==> config.mk <==
export PLATFORM = sky130hd
export DESIGN_NAME = waveform_symbol_mapper
export DESIGN_NICKNAME = d
export VERILOG_FILES = /design/src/rtl/waveform_symbol_mapper.sv
export SDC_FILE = /design/constraint.sdc
export NUM_CORES = 1
export LEC_CHECK = 0
export CAP_MARGIN = 0
export CORE_MARGIN = 3
export CORE_UTILIZATION = 53
export CTS_CLUSTER_DIAMETER = 30
export DETAILED_ROUTE_END_ITERATION = 16
export HOLD_SLACK_MARGIN = 0.08
export PLACE_DENSITY = 0.71
export SLEW_MARGIN = 20
export SYNTH_ARGS = -nofsm -noshare
export SYNTH_HDL_FRONTEND = slang
export SYNTH_SLANG_ARGS = --single-unit
export TNS_END_PERCENT = 50
==> constraint.sdc <==
create_clock -name clk -period 7.3 [get_ports clk]
set_clock_uncertainty 0.1 [all_clocks]
set_input_delay 0.73 -clock clk [delete_from_list [all_inputs] [get_ports clk]]
set_output_delay 0.73 -clock clk [all_outputs]
set_load 0.01 [all_outputs]
==> src/rtl/waveform_symbol_mapper.sv <==
// -----------------------------------------------------------------------------
// waveform_symbol_mapper
//
// Maps each incoming symbol of BITS_PER_SYM bits onto a stored waveform of SPS
// samples and streams those samples out over a valid/ready interface. The
// waveform LUT holds 2^BITS_PER_SYM waveforms of SPS samples each and is
// written through a simple strobe port while the mapper is idle. One instance
// per I/Q channel, between the frame RAM reader and the DAC/filter chain.
//
// Ports:
//   clk        sole clock, all logic on posedge
//   reset      synchronous, active-high
//   in_valid   in_bits carries a symbol
//   in_ready   mapper accepts in_bits this cycle (combinational)
//   in_bits    symbol value
//   out_valid  out_data carries a sample
//   out_ready  downstream accepts out_data
//   out_data   waveform sample
//   out_sof    out_data is sample 0 of a symbol
//   out_eos    out_data is sample SPS-1 of a symbol
//   underrun   one-cycle pulse: a symbol ended with no successor waiting
//   lut_we     LUT write strobe
//   lut_addr   LUT write address {symbol, sample}
//   lut_wdata  LUT write data
//   lut_busy   mapper is streaming; LUT writes are dropped while high
//
// The LUT has no preload path in this implementation; its contents are
// expected to be loaded through lut_we before traffic starts. INIT_FILE is
// kept so existing instantiations remain parameter-compatible.
// -----------------------------------------------------------------------------
module waveform_symbol_mapper #(
  parameter int    DATA_W       = 16,
  parameter int    BITS_PER_SYM = 1,
  parameter int    SPS          = 8,
  parameter string INIT_FILE    = "",
  localparam int   CNT_W        = $clog2(SPS),
  localparam int   AW           = BITS_PER_SYM + CNT_W
) (
  input  logic                    clk,
  input  logic                    reset,
  input  logic                    in_valid,
  output logic                    in_ready,
  input  logic [BITS_PER_SYM-1:0] in_bits,
  output logic                    out_valid,
  input  logic                    out_ready,
  output logic [DATA_W-1:0]       out_data,
  output logic                    out_sof,
  output logic                    out_eos,
  output logic                    underrun,
  input  logic                    lut_we,
  input  logic [AW-1:0]           lut_addr,
  input  logic [DATA_W-1:0]       lut_wdata,
  output logic                    lut_busy
);

  localparam logic [CNT_W-1:0] LAST_CNT = CNT_W'(SPS - 1);

  typedef enum logic {
    S_IDLE,
    S_RUN
  } state_t;

  state_t                  state_q, state_d;
  logic [CNT_W-1:0]        cnt_q, cnt_d;
  logic [BITS_PER_SYM-1:0] sym_q, sym_d;
  logic                    out_valid_d;
  logic [DATA_W-1:0]       out_data_d;
  logic                    out_sof_d;
  logic                    out_eos_d;
  logic                    underrun_d;

  logic [DATA_W-1:0]       lut [2**AW];

  logic adv;
  logic last_sample;

  // The output register may move whenever it is empty or being drained.
  assign adv         = !out_valid || out_ready;
  assign last_sample = (cnt_q == LAST_CNT);
  assign in_ready    = adv && ((state_q == S_IDLE) || last_sample);
  assign lut_busy    = (state_q == S_RUN) || out_valid;

  // NOTE: the LUT has no reset branch; clearing a RAM on reset would force it
  // into flops and the waveforms must survive a channel reset anyway.
  always_ff @(posedge clk) begin
    if (lut_we && !lut_busy) begin
      lut[lut_addr] <= lut_wdata;
    end
  end

  // Next-state and next-output logic.
  always_comb begin
    // NOTE: every signal gets its hold value first so no path leaves one
    // unassigned, which would otherwise infer a latch.
    state_d     = state_q;
    cnt_d       = cnt_q;
    sym_d       = sym_q;
    out_valid_d = out_valid;
    out_data_d  = out_data;
    out_sof_d   = out_sof;
    out_eos_d   = out_eos;
    // underrun is a strobe, not pipeline state: it clears even under a stall.
    underrun_d  = 1'b0;

    if (adv) begin
      unique case (state_q)
        S_IDLE: begin
          out_valid_d = 1'b0;
          if (in_valid) begin
            sym_d   = in_bits;
            cnt_d   = '0;
            state_d = S_RUN;
          end
        end

        S_RUN: begin
          // The read at {sym,cnt} lands in out_data at this edge, so the
          // LUT read is effectively synchronous through the output register.
          out_valid_d = 1'b1;
          out_data_d  = lut[{sym_q, cnt_q}];
          out_sof_d   = (cnt_q == '0);
          out_eos_d   = last_sample;
          if (!last_sample) begin
            cnt_d = cnt_q + 1'b1;
          end else if (in_valid) begin
            // Successor taken on the last sample keeps the stream gapless.
            sym_d = in_bits;
            cnt_d = '0;
          end else begin
            state_d    = S_IDLE;
            cnt_d      = '0;
            underrun_d = 1'b1;
          end
        end

        default: begin
          state_d = S_IDLE;
        end
      endcase
    end
  end

  // NOTE: sequential state uses non-blocking assignments so every register
  // samples the pre-edge values computed above, independent of block order.
  always_ff @(posedge clk) begin
    if (reset) begin
      state_q   <= S_IDLE;
      cnt_q     <= '0;
      sym_q     <= '0;
      out_valid <= 1'b0;
      out_data  <= '0;
      out_sof   <= 1'b0;
      out_eos   <= 1'b0;
      underrun  <= 1'b0;
    end else begin
      state_q   <= state_d;
      cnt_q     <= cnt_d;
      sym_q     <= sym_d;
      out_valid <= out_valid_d;
      out_data  <= out_data_d;
      out_sof   <= out_sof_d;
      out_eos   <= out_eos_d;
      underrun  <= underrun_d;
    end
  end

endmodule

==> impl_metrics.json, run 1 <==
{
  "clk_latency_ns": 0.53,
  "fmax_mhz": 299,
  "grt_pass1_vias": 5714,
  "critPathKind": "input port to primary output",
  "fin_ws_ns": 3.95,
  "gp_congestion": 0.730,
  "grt_pass1_wl_um": 33500,
  "port_buffers": 47,
  "crit_top_cell": "clkdlybuf4s50_1",
  "crit_path_top_delay_cell": "nor2b_2",
  "cts_buffer_depth": 3,
  "die_h_um": 149,
  "grt_setup_unrepaired": "no",
  "crit_path_start_kind": "input port",
  "nets": 621,
  "ctsResizeCount": 0,
  "cts_buffers": 44,
  "synth_top_area_share": 0.711,
  "num_rows": 51,
  "drt_wl_total_um": 21900,
  "setup_viol": 0,
  "ir_worst_vdd_v": 0.000248,
  "viasPerCell": 5.93,
  "path_max_fanout": 24,
  "period_share": 0.459,
  "cap_violations": 0,
  "dp_slack_ns": 3.90,
  "io_pins": 48,
  "netlist_area_sq_mm": 0.0108,
  "netlist_instances": 519,
  "hp-class": "register to register",
  "dpl.hpwl_um": 11700,
  "dr_total_vias": 5284,
  "ctsRootBufferMaster": "clkbuf_16",
  "avgSynthCellArea_sq_um": 20.8,
  "setup_tns_ns": 0,
  "ys_types": 28,
  "clk_pin_slew_worst_paths_ns": 0.05,
  "dieArea_sq_mm": 0.0222,
  "grt_usage": 0.204,
  "slew_violations": 0,
  "slew_headroom": 0.284,
  "diodes": 0,
  "cts_tree": "built",
  "drive_gt1_frac": 0.260,
  "cts.sinks": 281,
  "status": "finished clean",
  "powerDensity_mw_per_mm2": 315,
  "synth_nets": 549,
  "drt_pass1_iterations": 5,
  "grt_max_degree": 67,
  "p_leak_nw": 4.11,
  "crit_chain": "clkdlybuf4s50_1 > nor2b_2 > nor2_1 > clkdlybuf4s50_1",
  "hold_viol": 0,
  "syn2layout_area_growth_pct": 21.6,
  "synth_largest_area_cell": "edfxtp_1",
  "route.detailed.wl_per_inst_um": 24.5,
  "drtAntennaViolNets": 0,
  "hold_buffers": 0,
  "drt_iter0_markers": 440,
  "htree_num_levels": 2,
  "start_util": 0.547,
  "synth.area.top_cells": "edfxtp_1 71%, mux4_2 13%, dfxtp_1 4.6%",
  "coreArea_sq_mm": 0.0198,
  "synth-seq-area-share": 0.757,
  "cp.required_ns": 6.47,
  "antenna_found_initial": 0,
  "synth_warnings": 0,
  "postCtsSetupBuffers": 0,
  "die_w_um": 149,
  "cp.arrival_ns": 2.52,
  "tightest_slew_ns": 1.07,
  "end_kind": "primary output",
  "drc_errors": 0,
  "min_period_ns": 3.35,
  "grt.overflow.total": 0,
  "ys_ff_latch": 281,
  "crit_path_max_incr_delay_ns": 0.72
}
==> state kept, by name, indices dropped and copies added (netlist names) <==
signal	cells
cnt_q	3
out_sof	1
out_valid	1
state_q	1
sym_q	1
out_eos	1
out_data	16
underrun	1
lut	256
==> final cells by class <==
cell class                      instances  area [sq um]
Multi-Input combinational cell        204          2510
Clock inverter                         33           427
Inverter                                5          18.8
Sequential cell                       281          8190
Tap cell                              265           332
Fill cell                            1277          6630
Clock buffer                           48          1140
Timing Repair Buffer                   55           531
==> metrics by stage <==
step | cells | instance area, sq um | utilization | power, mW | hold WS (ns)
after floorplan | 519 | 10800 | - | 1.92 | 0.356
after global placement | 810 | 11600 | 0.585 | 1.99 | 0.365
after detailed placement | 810 | 11600 | 0.585 | 1.99 | 0.374
after CTS | 891 | 13100 | 0.664 | 4.17 | 0.381
after global routing | 891 | 13200 | 0.665 | 4.25 | 0.409
final | 891 | 13200 | 0.665 | 4.14 | 0.377
==> Yosys cell counts <==
master and n:
edfxtp_1 256, mux4_2 61, mux2i_1 32, dfxtp_1 25
o21ai_0 21, nor2b_1 18, nor2_1 16, o221ai_1 16
clkbuf_1 12, buf_2 11, a21oi_1 8, buf_6 5
ha_1 4, inv_1 4, nand2b_1 4, nand3_1 4
nand4b_1 4, nor3_1 4, mux4_1 3, nand2_1 3
a21o_1 1, and4_1 1, buf_8 1, inv_2 1
nand4_1 1, nor4b_1 1, o31ai_1 1, or4_1 1
==> cells by family (layout without fill, tap and decap cells) <==
logic type,after synthesis,after routing,synth area share
adder cells (fa/ha/maj),4,4,0.00463
flip-flops,281,281,0.757
AO/OA/AOI/OAI,47,47,0.0278
buffers and inverters,34,141,0.0176
multiplexers,96,96,0.164
AND/OR/NAND/NOR,57,57,0.0292
==> where the power goes <==
part           switching (mW)  internal (mW)  leakage, nW  total, mW
clock                   0.749           1.43        0.758       2.18
combinational          0.0858         0.0788        0.844      0.165
sequential             0.0168           1.78         2.51       1.80
total                   0.851           3.29         4.11       4.14
==> layout by cell type, fill, tap and decap left out, types with 16 or more instances in the layout <==
cell type / netlist / final
o221ai_1: 16 / 16
clkdlybuf4s50_1: 0 / 47
nor2b_1: 18 / 17
clkbuf_16: 0 / 45
mux4_2: 61 / 61
o21ai_0: 21 / 21
mux2i_1: 32 / 32
edfxtp_1: 256 / 256
dfxtp_1: 25 / 22
==> layer usage <==
| metal | GRT usage | wire length (um) | up-vias |
|---|---|---|---|
| met1 | 0.272 | 8830 | 2714 |
| met5 | 0 | 0 | - |
| met2 | 0.327 | 10900 | 204 |
| met4 | 0.0897 | 607 | 0 |
| met3 | 0.0468 | 1490 | 48 |
| li1 | - | - | 2318 |
==> path summary, 6_finish.rpt <==
check	start	end	slack, ns	depth (start not counted)
worst min register to register	out_sof	out_sof	0.38	2
worst max-delay path	out_ready	in_ready	3.95	4
worst max register to register	cnt_q[0]	out_data[11]	4.58	4
worst min-delay path	out_sof	out_sof	0.38	2
==> worst max-delay path, delay by kind of cell <==
family | cells | cell delay (ns)
AND/OR/NAND/NOR | 2 | 0.83
buffers and inverters | 2 | 0.95
No activity file was read; power rests on OpenSTA's default activity.
==> run 2: changes to the inputs <==
Clock period 7.3 ns to 3.3 ns, I/O delays scaled along.
==> impl_metrics.json, run 2 (same netlist as run 1, synthesis figures left out) <==
{
  "grt.overflow.total": 0,
  "hold_slack_ns": 0.330,
  "io_pins": 48,
  "largest_reg_flops": 256,
  "hold_viol": 0,
  "path_max_fanout": 19,
  "route.detailed.wl_per_inst_um": 25.1,
  "crit_path_top_delay_cell": "clkdlybuf4s50_1",
  "crit_path_start_kind": "register",
  "drive_gt1_frac": 0.298,
  "top_regs": "lut (256), out_data (16), cnt_q (3)",
  "cp.required_ns": 2.87,
  "crit_top_cell": "ha_1",
  "numPlacedInstances": 832,
  "syn2layout_area_growth_pct": 23.2,
  "htree_num_levels": 2,
  "num_rows": 51,
  "diodes": 0,
  "antenna_found_initial": 0,
  "fmax_mhz": 362,
  "timing.rr.start": "cnt_q[0]",
  "setup_tns_ns": 0,
  "ctsResizeCount": 0,
  "clk_pin_slew_worst_paths_ns": 0.05,
  "final_util": 0.674,
  "grt_pass1_wl_um": 35400,
  "rr_endpoint": "out_data[15]",
  "p_leak_nw": 4.22,
  "hold_buffers": 0,
  "reg2reg_slack_ns": 0.96,
  "dpl.hpwl_um": 13300,
  "drt_wl_total_um": 23000,
  "crit_chain": "ha_1 > ha_1 > nor2b_1 > nor2_1 > clkdlybuf4s50_1",
  "coreArea_sq_mm": 0.0198,
  "cts_tree": "built",
  "end_kind": "primary output",
  "period_share": 0.837,
  "cap_violations": 0,
  "start_util": 0.547,
  "top_register": "lut",
  "cts_buffer_depth": 3,
  "hp-class": "input port to register",
  "regArea_sq_mm": 0.00819,
  "die_w_um": 149,
  "cts.sinks": 281,
  "slew_headroom": 0.351,
  "viasPerCell": 5.93,
  "stdcell_count": 916,
  "grt_usage": 0.217,
  "final_cell_mix": "256 x edfxtp_1, 61 x mux4_2, 47 x clkbuf_16, 47 x clkdlybuf4s50_1, 32 x mux2i_1",
  "ctsRootBufferMaster": "clkbuf_16",
  "crit_path_max_incr_delay_ns": 0.50,
  "min_from": "in_bits",
  "drtAntennaViolNets": 0,
  "grt_pass1_vias": 5792,
  "port_buffers": 47,
  "ir_worst_vdd_v": 0.000522,
  "nets": 644,
  "dieArea_sq_mm": 0.0222,
  "grt_setup_unrepaired": "no",
  "clk_latency_ns": 0.53,
  "setup_viol": 0,
  "whs_endpoint": "sym_q",
  "gp_congestion": 0.836,
  "dr_total_vias": 5433,
  "status": "finished clean",
  "ff2ff_path_depth": 4,
  "layout_commonest_cell": "edfxtp_1",
  "slew_violations": 0,
  "multi_input_area_sq_mm": 0.00249,
  "powerDensity_mw_per_mm2": 686,
  "drt_pass1_iterations": 5,
  "postCtsSetupBuffers": 0,
  "total_power_mw": 9.15,
  "drt_iter0_markers": 392,
  "nFillCells": 1305,
  "hold_depth": 3,
  "critPathKind": "register to primary output",
  "min_period_ns": 2.76,
  "die_h_um": 149,
  "cp.arrival_ns": 2.33,
  "tightest_slew_ns": 0.973,
  "drc_errors": 0,
  "cts_buffers": 45,
  "grt_max_degree": 67
}
## run 2: cell count changes in the layout (fill, tap and decap cells not counted)
| cell | change |
|---|---|
| clkinvlp_4 | +8 |
| nor2_4 | -4 |
| nor2_2 | +4 |
| clkbuf_1 | -2 |
| clkbuf_16 | +2 |
| clkinv_1 | -4 |
| buf_4 | +21 |
| inv_8 | -2 |
| clkinv_4 | +1 |
| buf_12 | +1 |
| bufinv_16 | -3 |
| clkbuf_8 | +1 |
| inv_6 | +4 |
| clkinv_2 | -2 |
## run 2: critical path, delay by kind of cell (launching register included)
kind,cells,cell delay [ns]
adder cells (fa/ha/maj),2,0.51
AND/OR/NAND/NOR,2,0.35
flip-flops,1,0.46
buffers and inverters,1,0.50
## run 2: per-stage QoR
stage	setup slack, ns	cell area (sq um)
finish	0.538	13300
global route	0.383	13300
CTS	0.470	13300
detailed placement	0.913	11700
global placement	0.972	11700
floorplan	0.644	10800
## run 2: cell type report
type / count / area share
inverters: 5 / 0.00141
flip-flops and latches: 281 / 0.615
well taps: 265 / 0.0249
clock buffers: 49 / 0.0895
repair buffers: 77 / 0.0531
multi-input cells: 204 / 0.187
clock inverters: 35 / 0.0295
## run 2: per-layer routing
metal  share of wire  GRT usage  vias up
li1                -          -     2362
met1            0.41      0.297     2857
met2            0.51      0.356      175
met3           0.060     0.0517       39
met4           0.019     0.0590        0
met5               0          0        -
## run 2: report_power, final
part           leakage [nW]  switching, mW  internal, mW  total (mW)
logic                 0.964          0.201         0.182       0.384
clock network         0.742           1.73          3.07        4.79
registers              2.51         0.0329          3.94        3.97
total                  4.22           1.96          7.19        9.15
## run 2: how the worst max path moves through the flow
| stage | from | endpoint | slack (ns) | cells past startpoint |
|---|---|---|---|---|
| detailed placement | cnt_q[0] | out_data[15] | 0.91 | 4 |
| CTS | cnt_q[0] | in_ready | 0.47 | 5 |
| finish | cnt_q[0] | in_ready | 0.54 | 5 |
| global placement | lut_addr[0] | lut[7][0] | 0.97 | 4 |
| global route | cnt_q[0] | in_ready | 0.38 | 5 |
| floorplan | state_q | lut[0][0] | 0.64 | 4 |
